### src/rtl/rv_mdu_pkg.sv
`default_nettype none
// ============================================================================
//  Module      : rv_mdu_pkg
//  Description : Shared definitions for the RV32M multiply/divide unit.
//                Holds the datapath width, the RV32M Funct3 encodings, the
//                controller state encoding and a small decode helper.
//  Revision    : 1.0  initial release
// ============================================================================
package rv_mdu_pkg;

    localparam int XLEN = 32;

    // RV32M operation encodings (Funct3 field)
    localparam logic [2:0] F3_MUL    = 3'b000;
    localparam logic [2:0] F3_MULH   = 3'b001;
    localparam logic [2:0] F3_MULHSU = 3'b010;
    localparam logic [2:0] F3_MULHU  = 3'b011;
    localparam logic [2:0] F3_DIV    = 3'b100;
    localparam logic [2:0] F3_DIVU   = 3'b101;
    localparam logic [2:0] F3_REM    = 3'b110;
    localparam logic [2:0] F3_REMU   = 3'b111;

    // Controller state encoding
    localparam logic [1:0] ST_IDLE = 2'd0;
    localparam logic [1:0] ST_CALC = 2'd1;
    localparam logic [1:0] ST_DONE = 2'd2;

    typedef enum logic [1:0] {
        S_IDLE = ST_IDLE,
        S_CALC = ST_CALC,
        S_DONE = ST_DONE
    } state_t;

    // All divide/remainder encodings have Funct3[2] set.
    function automatic logic f3_is_div(input logic [2:0] f3);
        return f3[2];
    endfunction

endpackage
`default_nettype wire

### src/rtl/rv32m_mdu_if.sv
`default_nettype none
// ============================================================================
//  Module      : rv32m_mdu_if
//  Description : Request/response bundle between the issuing execute stage
//                and the RV32M multiply/divide unit.
//                master : drives Start/Funct3/SrcA/SrcB/RdIn, observes results
//                slave  : the unit itself
//  Ports       : Start, Funct3[2:0], SrcA[31:0], SrcB[31:0], RdIn[4:0]
//                Busy, Done, Result[31:0], RdOut[4:0], WeOut
//  Revision    : 1.0  initial release
// ============================================================================
interface rv32m_mdu_if
    import rv_mdu_pkg::*;
();

    logic            Start;
    logic [2:0]      Funct3;
    logic [XLEN-1:0] SrcA;
    logic [XLEN-1:0] SrcB;
    logic [4:0]      RdIn;
    logic            Busy;
    logic            Done;
    logic [XLEN-1:0] Result;
    logic [4:0]      RdOut;
    logic            WeOut;

    modport master (
        output Start, Funct3, SrcA, SrcB, RdIn,
        input  Busy, Done, Result, RdOut, WeOut
    );

    modport slave (
        input  Start, Funct3, SrcA, SrcB, RdIn,
        output Busy, Done, Result, RdOut, WeOut
    );

endinterface
`default_nettype wire

### src/rtl/rv_mdu_signfix.sv
`default_nettype none
// ============================================================================
//  Module      : rv_mdu_signfix
//  Description : Combinational sign handling for the RV32M unit.
//                Operand side : magnitude selection per operation and the
//                               result-negate flag.
//                Result side  : final negate and selection of the product
//                               half, quotient or remainder.
//  Ports       : op_f3_i, op_a_i, op_b_i     -> mag_a_o, mag_b_o, neg_o
//                res_f3_i, res_neg_i, prod_i,
//                quo_i, rem_i                -> result_o
//  Revision    : 1.0  initial release
// ============================================================================
module rv_mdu_signfix
    import rv_mdu_pkg::*;
(
    input  logic [2:0]        op_f3_i,
    input  logic [XLEN-1:0]   op_a_i,
    input  logic [XLEN-1:0]   op_b_i,
    output logic [XLEN-1:0]   mag_a_o,
    output logic [XLEN-1:0]   mag_b_o,
    output logic              neg_o,

    input  logic [2:0]        res_f3_i,
    input  logic              res_neg_i,
    input  logic [2*XLEN-1:0] prod_i,
    input  logic [XLEN-1:0]   quo_i,
    input  logic [XLEN-1:0]   rem_i,
    output logic [XLEN-1:0]   result_o
);

    logic              w_signed_a;
    logic              w_signed_b;
    logic              w_neg_a;
    logic              w_neg_b;
    logic [2*XLEN-1:0] w_prod_fix;

    // Operand conditioning. The magnitude of 0x80000000 wraps back to
    // 0x80000000 and is then used as an unsigned value.
    always_comb begin
        w_signed_a = (op_f3_i == F3_MULH) || (op_f3_i == F3_MULHSU) ||
                     (op_f3_i == F3_DIV)  || (op_f3_i == F3_REM);
        w_signed_b = (op_f3_i == F3_MULH) || (op_f3_i == F3_DIV) ||
                     (op_f3_i == F3_REM);
        w_neg_a    = w_signed_a & op_a_i[XLEN-1];
        w_neg_b    = w_signed_b & op_b_i[XLEN-1];
        mag_a_o    = w_neg_a ? (~op_a_i + 1'b1) : op_a_i;
        mag_b_o    = w_neg_b ? (~op_b_i + 1'b1) : op_b_i;

        // Product/quotient negate on differing signs; remainder follows the
        // dividend. Unsigned operations never have a negative operand here.
        case (op_f3_i)
            F3_MULH, F3_MULHSU, F3_DIV: neg_o = w_neg_a ^ w_neg_b;
            F3_REM:                     neg_o = w_neg_a;
            default:                    neg_o = 1'b0;
        endcase
    end

    // Result fix-up
    always_comb begin
        w_prod_fix = res_neg_i ? (~prod_i + 1'b1) : prod_i;
        case (res_f3_i)
            F3_MUL:                         result_o = w_prod_fix[XLEN-1:0];
            F3_MULH, F3_MULHSU, F3_MULHU:   result_o = w_prod_fix[2*XLEN-1:XLEN];
            F3_DIV, F3_DIVU:                result_o = res_neg_i ? (~quo_i + 1'b1) : quo_i;
            default:                        result_o = res_neg_i ? (~rem_i + 1'b1) : rem_i;
        endcase
    end

endmodule
`default_nettype wire

### src/rtl/rv32m_mdu.sv
`default_nettype none
// ============================================================================
//  Module      : rv32m_mdu
//  Description : Iterative RV32M multiply/divide unit. Radix-2 shift-add
//                multiply and restoring divide, 32 iterations each; divide
//                by zero and signed overflow complete early. Result, RdOut,
//                WeOut drive the register file write port.
//  Ports       : CLK  - rising-edge clock
//                RST  - synchronous active-high reset
//                bus  - rv32m_mdu_if.slave request/response bundle
//  Revision    : 1.0  initial release
// ============================================================================
module rv32m_mdu
    import rv_mdu_pkg::*;
(
    input  logic         CLK,
    input  logic         RST,
    rv32m_mdu_if.slave   bus
);

    // ------------------------------------------------------------------
    // State and datapath registers
    // ------------------------------------------------------------------
    state_t            state_q,  state_d;
    logic [5:0]        cnt_q,    cnt_d;
    logic [2:0]        f3_q,     f3_d;
    logic [4:0]        rd_q,     rd_d;
    logic              neg_q,    neg_d;
    logic              early_q,  early_d;
    logic [XLEN-1:0]   opb_q,    opb_d;     // multiplicand / divisor
    logic [2*XLEN-1:0] acc_q,    acc_d;     // product accumulator
    logic [XLEN-1:0]   rem_q,    rem_d;     // committed partial remainder
    logic [XLEN-1:0]   quo_q,    quo_d;     // dividend in, quotient out
    logic [XLEN-1:0]   result_q, result_d;
    logic              busy_q,   busy_d;
    logic              done_q,   done_d;
    logic              we_q,     we_d;

    // ------------------------------------------------------------------
    // Combinational helpers
    // ------------------------------------------------------------------
    logic [XLEN-1:0]   w_mag_a;
    logic [XLEN-1:0]   w_mag_b;
    logic              w_neg;
    logic [XLEN-1:0]   w_fix_result;

    logic [XLEN:0]     w_mul_sum;
    logic [2*XLEN-1:0] w_mul_next;
    logic [XLEN:0]     w_div_shift;
    logic [XLEN:0]     w_div_trial;
    logic [XLEN-1:0]   w_div_rem_next;
    logic [XLEN-1:0]   w_div_quo_next;

    logic              w_div_zero;
    logic              w_div_ovf;
    logic [XLEN-1:0]   w_special_result;

    rv_mdu_signfix u_signfix (
        .op_f3_i   (bus.Funct3),
        .op_a_i    (bus.SrcA),
        .op_b_i    (bus.SrcB),
        .mag_a_o   (w_mag_a),
        .mag_b_o   (w_mag_b),
        .neg_o     (w_neg),
        .res_f3_i  (f3_q),
        .res_neg_i (neg_q),
        .prod_i    (w_mul_next),
        .quo_i     (w_div_quo_next),
        .rem_i     (w_div_rem_next),
        .result_o  (w_fix_result)
    );

    // One radix-2 multiply step: conditionally add the multiplicand into
    // the upper half, then shift the 65-bit {carry, acc} right by one. The
    // multiplier sits in the low half and is consumed LSB first.
    always_comb begin
        w_mul_sum  = {1'b0, acc_q[2*XLEN-1:XLEN]} +
                     (acc_q[0] ? {1'b0, opb_q} : {(XLEN+1){1'b0}});
        w_mul_next = {w_mul_sum, acc_q[XLEN-1:1]};
    end

    // One restoring divide step on the 33-bit partial remainder. The
    // committed remainder is always below the divisor, so 32 bits hold it;
    // only the shifted trial value needs the extra bit.
    always_comb begin
        w_div_shift = {rem_q, quo_q[XLEN-1]};
        w_div_trial = w_div_shift - {1'b0, opb_q};
        if (!w_div_trial[XLEN]) begin
            w_div_rem_next = w_div_trial[XLEN-1:0];
            w_div_quo_next = {quo_q[XLEN-2:0], 1'b1};
        end else begin
            w_div_rem_next = w_div_shift[XLEN-1:0];
            w_div_quo_next = {quo_q[XLEN-2:0], 1'b0};
        end
    end

    // Divide special cases resolved straight from the request operands
    always_comb begin
        w_div_zero = (bus.SrcB == '0);
        w_div_ovf  = ((bus.Funct3 == F3_DIV) || (bus.Funct3 == F3_REM)) &&
                     (bus.SrcA == 32'h8000_0000) && (bus.SrcB == 32'hFFFF_FFFF);
        case (bus.Funct3)
            F3_DIV:  w_special_result = w_div_zero ? 32'hFFFF_FFFF : 32'h8000_0000;
            F3_DIVU: w_special_result = 32'hFFFF_FFFF;
            F3_REM:  w_special_result = w_div_zero ? bus.SrcA : 32'h0000_0000;
            default: w_special_result = bus.SrcA;
        endcase
    end

    // ------------------------------------------------------------------
    // Next-state / datapath control
    // ------------------------------------------------------------------
    always_comb begin
        state_d  = state_q;
        cnt_d    = cnt_q;
        f3_d     = f3_q;
        rd_d     = rd_q;
        neg_d    = neg_q;
        early_d  = early_q;
        opb_d    = opb_q;
        acc_d    = acc_q;
        rem_d    = rem_q;
        quo_d    = quo_q;
        result_d = result_q;
        done_d   = 1'b0;
        we_d     = 1'b0;

        case (state_q)
            S_IDLE: begin
                if (bus.Start) begin
                    f3_d  = bus.Funct3;
                    rd_d  = bus.RdIn;
                    cnt_d = 6'd0;
                    if (f3_is_div(bus.Funct3) && (w_div_zero || w_div_ovf)) begin
                        // Result is loaded now; Done is raised from DONE on
                        // the following edge.
                        result_d = w_special_result;
                        early_d  = 1'b1;
                        state_d  = S_DONE;
                    end else begin
                        neg_d   = w_neg;
                        opb_d   = w_mag_b;
                        acc_d   = {{XLEN{1'b0}}, w_mag_a};
                        rem_d   = '0;
                        quo_d   = w_mag_a;
                        state_d = S_CALC;
                    end
                end
            end

            S_CALC: begin
                cnt_d = cnt_q + 6'd1;
                if (f3_is_div(f3_q)) begin
                    rem_d = w_div_rem_next;
                    quo_d = w_div_quo_next;
                end else begin
                    acc_d = w_mul_next;
                end
                if (cnt_q == 6'd31) begin
                    result_d = w_fix_result;
                    done_d   = 1'b1;
                    we_d     = (rd_q != 5'd0);
                    state_d  = S_DONE;
                end
            end

            S_DONE: begin
                if (early_q) begin
                    early_d = 1'b0;
                    done_d  = 1'b1;
                    we_d    = (rd_q != 5'd0);
                end else begin
                    state_d = S_IDLE;
                end
            end

            default: begin
                state_d = S_IDLE;
            end
        endcase

        busy_d = (state_d != S_IDLE);
    end

    always_ff @(posedge CLK) begin
        if (RST) begin
            state_q  <= S_IDLE;
            cnt_q    <= '0;
            f3_q     <= '0;
            rd_q     <= '0;
            neg_q    <= 1'b0;
            early_q  <= 1'b0;
            opb_q    <= '0;
            acc_q    <= '0;
            rem_q    <= '0;
            quo_q    <= '0;
            result_q <= '0;
            busy_q   <= 1'b0;
            done_q   <= 1'b0;
            we_q     <= 1'b0;
        end else begin
            state_q  <= state_d;
            cnt_q    <= cnt_d;
            f3_q     <= f3_d;
            rd_q     <= rd_d;
            neg_q    <= neg_d;
            early_q  <= early_d;
            opb_q    <= opb_d;
            acc_q    <= acc_d;
            rem_q    <= rem_d;
            quo_q    <= quo_d;
            result_q <= result_d;
            busy_q   <= busy_d;
            done_q   <= done_d;
            we_q     <= we_d;
        end
    end

    assign bus.Busy   = busy_q;
    assign bus.Done   = done_q;
    assign bus.Result = result_q;
    assign bus.RdOut  = rd_q;
    assign bus.WeOut  = we_q;

endmodule
`default_nettype wire

### src/flat_wrapper.sv
// flat-port wrapper written by rule: the top's interface ports become plain ports
module rv32m_mdu_flat import rv_mdu_pkg::*;
  (CLK, RST, bus_Start, bus_Funct3, bus_SrcA, bus_SrcB, bus_RdIn, bus_Busy, bus_Done, bus_Result, bus_RdOut, bus_WeOut);
  rv32m_mdu_if bus_i ();
  input  logic CLK;
  input  logic RST;
  input wire logic [$bits(bus_i.Start)-1:0] bus_Start;
  input wire logic [$bits(bus_i.Funct3)-1:0] bus_Funct3;
  input wire logic [$bits(bus_i.SrcA)-1:0] bus_SrcA;
  input wire logic [$bits(bus_i.SrcB)-1:0] bus_SrcB;
  input wire logic [$bits(bus_i.RdIn)-1:0] bus_RdIn;
  output wire logic [$bits(bus_i.Busy)-1:0] bus_Busy;
  output wire logic [$bits(bus_i.Done)-1:0] bus_Done;
  output wire logic [$bits(bus_i.Result)-1:0] bus_Result;
  output wire logic [$bits(bus_i.RdOut)-1:0] bus_RdOut;
  output wire logic [$bits(bus_i.WeOut)-1:0] bus_WeOut;
  assign bus_i.Start = bus_Start;
  assign bus_i.Funct3 = bus_Funct3;
  assign bus_i.SrcA = bus_SrcA;
  assign bus_i.SrcB = bus_SrcB;
  assign bus_i.RdIn = bus_RdIn;
  assign bus_Busy = bus_i.Busy;
  assign bus_Done = bus_i.Done;
  assign bus_Result = bus_i.Result;
  assign bus_RdOut = bus_i.RdOut;
  assign bus_WeOut = bus_i.WeOut;
  rv32m_mdu u_core (.CLK(CLK), .RST(RST), .bus(bus_i));
endmodule
### config.mk
export PLATFORM = sky130hd
export DESIGN_NAME = rv32m_mdu_flat
export DESIGN_NICKNAME = d
export VERILOG_FILES = /design/src/rtl/rv_mdu_pkg.sv /design/src/rtl/rv32m_mdu_if.sv /design/src/rtl/rv_mdu_signfix.sv /design/src/rtl/rv32m_mdu.sv /design/src/flat_wrapper.sv
export SDC_FILE = /design/constraint.sdc
export NUM_CORES = 1
export LEC_CHECK = 0
export ABC_AREA = 0
export BUFFER_PORTS_ARGS = -buffer_cell sky130_fd_sc_hd__buf_2
export CAP_MARGIN = 20
export CORE_MARGIN = 8
export CORE_UTILIZATION = 40
export CTS_CLUSTER_SIZE = 25
export DETAILED_ROUTE_END_ITERATION = 6
export HOLD_SLACK_MARGIN = 0.03
export MAX_ROUTING_LAYER = met4
export PLACE_DENSITY_LB_ADDON = 0.12
export SETUP_SLACK_MARGIN = 0.02
export SLEW_MARGIN = 30
export SYNTH_ARGS = -nofsm -noshare
export SYNTH_HDL_FRONTEND = slang
export SYNTH_SLANG_ARGS = --single-unit
### constraint.sdc
create_clock -name CLK -period 9.8 [get_ports CLK]
set_clock_uncertainty 0.2 [all_clocks]
set_input_delay 0.98 -clock CLK [delete_from_list [all_inputs] [get_ports CLK]]
set_output_delay 0.98 -clock CLK [all_outputs]
set_load 0.01 [all_outputs]
==> impl_summary.txt <==
----------------------------------------------------
[Synth]
  Total number of yosys warnings ... 0
  Synthesized area divided by synthesized cell count ... 7.25 um2
  Async SR Flop Fraction ... 0%
  Number of flops mapped to enable cells by yosys ... 0
  Share of Yosys cell area claimed by the top area cell type ... 23.6%
  Most used DFF post-synth ... dfxtp_1
  Total nets after synthesis ... 2641
  Synth Register Bits ... 213
  Largest area contributor in the synthesized netlist ... dfxtp_1
  Synthesized instance count ... 2489
  Count of distinct cell types in the synthesized netlist ... 82
  Fraction of the yosys area taken by sequential cells ... 23.6%
  Top area cells in the synthesized netlist ... dfxtp_1 (24%), nor2_1 (7.3%), a21oi_1 (6.7%)
  Mapped cell area ... 0.0180 mm2

[Clock tree]
  Clock edge transition at the registers on the reported setup and hold paths ... 0.06 ns
  Clock net sink count ... 213
  Count of hold-fix buffers inserted at cts ... 0
  Source-to-sink clock delay at the later pin of the worst-skew pair ... 0.58 ns
  Worst-case clock buffer depth ... 3
  Post-CTS repair timing setup buffer count ... 0
  Number of gates resized after cts ... 0
  Cell chosen for the clock root ... clkbuf_16
  Maximum level of the CTS H-tree ... 1
  Clock buffers created by TritonCTS ... 29
  Clock tree from TritonCTS ... done

[Layout]
  Nets ... 2653
  Area growth from synthesis to final layout ... 11.4%
  Antenna diode instance count ... 0
  Design area ... 0.0201 mm2
  Post-route core utilization ... 44.7%
  Fraction of layout instances using a drive strength above 1 ... 9.67%
  Filler cells ... 4660

[Critical path]
  Arrival time of the worst setup path ... 7.01 ns
  Biggest fanout along the worst timing path ... 36
  Class of the most critical setup path ... reg2reg
  Crit end category ... flop
  Required time of the worst setup path ... 10.03 ns
  Startpoint type of the worst setup path ... flop
  R2R Setup Slk ... 3.02 ns

[Drt]
  Wire length per cell ... 23.3 um
  Total wire length ... 72700 um
  Via density per instance ... 6.14
  Routed via count ... 19200
  DR DRC count ... 0
  Detailed router's first-iteration violation count ... 1872
  First-pass detailed-route iteration total ... 6
  DRT antenna net count ... 0

[STA]
  Count of final setup violators ... 0
  Timing-limited maximum frequency ... 147 MHz
  Minimum clock period ... 6.78 ns
  Worst slack on hold paths ... 0.248 ns
  Max Slew Vio Count ... 0
  Relative max-transition margin ... 36.7%
  Setup TNS ... 0 ns
  Unrepaired setup endpoints after global routing ... no
  Fraction of the cycle the final worst path needs ... 69.2%
  Number of hold violations in the final report ... 0
  Actual slew at the worst max-slew pin ... 0.949 ns

[Job]
  Max Cap Viol ... 0

[Placed design]
  Detailed Place HPWL ... 55400 um
  Total placed instance area ... 0.0190 mm2
  Buffers on Ports ... 114
  Final RePlAce weighted congestion ... 1.01

[Status]
  Outcome ... finished, final reports clean

[Pwr]
  Portion of total power attributed to sequential cells ... 33.8%
  Power share of the combinational group ... 25.3%
  Share of total power in the clock network ... 40.9%
  Leakage ... 7.69 nW
  Net Sw Frac ... 34.6%
  Cell-internal power ... 1.90 mW
  Post-layout total power ... 2.90 mW
  Switching component of the power ... 1.00 mW
  Peak VDD IR ... 0.137 mV
  Cell area power density ... 144 mW/mm2

[Min path]
  Min-Delay Path Class ... reg2reg

[Floorplan]
  Die X ... 228 um
  Top-Level Pins ... 115
  Area of the core region ... 0.0450 mm2
  Full die area ... 0.0522 mm2
  Starting density of the core ... 40.1%
  # rows ... 78
  Die Y ... 228 um

[Global routing]
  Initial antenna violation count ... 0
  Overall routing resource usage ... 27.1%
  Pin count of the biggest net entering global routing ... 89
  First-pass GRT wire length ... 110000 um
  Vias in the first global route ... 17900
  Total global routing overflow ... 0

----------------------------------------------------
[per-stage QoR]
step | std cells | setup slack (ns)
after floorplan | 2489 | 3.55
after global placement | 3070 | 3.45
after detailed placement | 3070 | 3.22
after CTS | 3124 | 3.18
after global routing | 3124 | 2.61
final | 3124 | 3.02
[power by group through the flow]
stage	registers (mW)	logic [mW]	clock network, mW
after global placement	0.993	0.715	0
after detailed placement	0.995	0.719	0
after CTS	0.976	0.723	1.20
final	0.979	0.734	1.19
after global routing	0.984	0.796	1.24
after floorplan	0.972	0.485	0
[cell usage in the layout, fill, tap and decap left out, types with 47 or more instances in the layout]
cell / n
xor2_1: 118
a211oi_1: 60
a221oi_1: 50
xnor2_1: 103
a22oi_1: 49
o21ai_0: 130
buf_2: 113
a21oi_1: 241
inv_1: 72
nor2_1: 348
nand2_1: 188
ha_1: 74
nor3_1: 79
or3_1: 47
dfxtp_1: 212
[cells by family after synthesis]
group                    after synthesis  synth area share, %
AND/OR/NAND/NOR                      920                 24.2
multiplexers                          44                 2.50
flip-flops                           213                 23.6
XOR/XNOR                             221                 10.7
buffers and inverters                229                 4.83
AO/OA/AOI/OAI                        785                 28.7
adder cells (fa/ha/maj)               77                 5.42
[metal layers]
metal  GRT usage [%]  wire length [um]  share of wire (%)  vias to the layer above
li1                -                 -                  -                     9121
met1            35.0             32000                 44                     9188
met5               -                 0                  0                        -
met4            11.7              3520                4.8                        0
met2            42.6             32800                 45                      744
met3            3.24              4340                6.0                      140
[state kept, by name, indices dropped and copies added (netlist names)]
signal / count
u_core.bus.Done: 1
u_core.bus.Busy: 1
u_core.acc_q: 64
u_core.opb_q: 32
u_core.early_q: 1
u_core.rem_q: 32
u_core.f3_q: 3
u_core.bus.RdOut: 5
u_core.cnt_q: 6
u_core.bus.WeOut: 1
u_core.state_q: 2
u_core.neg_q: 1
u_core.quo_q: 32
u_core.bus.Result: 32
[Yosys cell counts, types with 30 or more instances]
master	instances
ha_1	75
o21ai_0	130
clkbuf_1	140
nand4_1	32
a22oi_1	49
xor2_1	118
nor3_1	81
dfxtp_1	213
mux2i_1	35
a21oi_1	243
or3_1	47
a221oi_1	50
nand3_1	34
a21o_1	30
inv_1	72
nor2_1	350
o31ai_1	44
a211oi_1	61
nand2_1	190
and2_1	44
xnor2_1	103
[layout make-up]
| class | count | area [um2] | share of cell area [%] |
|---|---|---|---|
| repair buffers | 137 | 753 | 3.75 |
| inverters | 73 | 274 | 1.36 |
| multi-input cells | 2047 | 13000 | 64.6 |
| clock buffers | 41 | 861 | 4.28 |
| well taps | 600 | 751 | 3.73 |
| clock inverters | 13 | 205 | 1.02 |
| flip-flops and latches | 213 | 4270 | 21.2 |
[final timing paths]
kind         depth (start not counted)                 start                    end
min                                  2  u_core.bus.Result[9]   u_core.bus.Result[9]
max reg2reg                         23      u_core.quo_q[31]  u_core.bus.Result[28]
max                                 23      u_core.quo_q[31]  u_core.bus.Result[28]
min reg2reg                          2  u_core.bus.Result[9]   u_core.bus.Result[9]
[critical path: stages, from the launching register on]
cell and delay [ns]:
dfxtp_1 0.32, inv_1 0.07, ha_1 0.17, inv_1 0.05, fa_1 0.43, a21o_1 0.20, a221oi_1 0.74, a211oi_1 0.27
o21ai_1 0.37, a21o_1 0.18, o211a_1 0.15, buf_4 0.48, inv_2 0.15, a21oi_1 0.35, ha_1 0.28, nand2_1 0.06
nor4_1 0.44, nand3_1 0.12, mux2i_1 0.44, nand4_1 0.21, o41ai_1 0.47, xnor2_1 0.10, a221oi_1 0.28, nor3_1 0.07
Power figures use the tool's default switching activity.
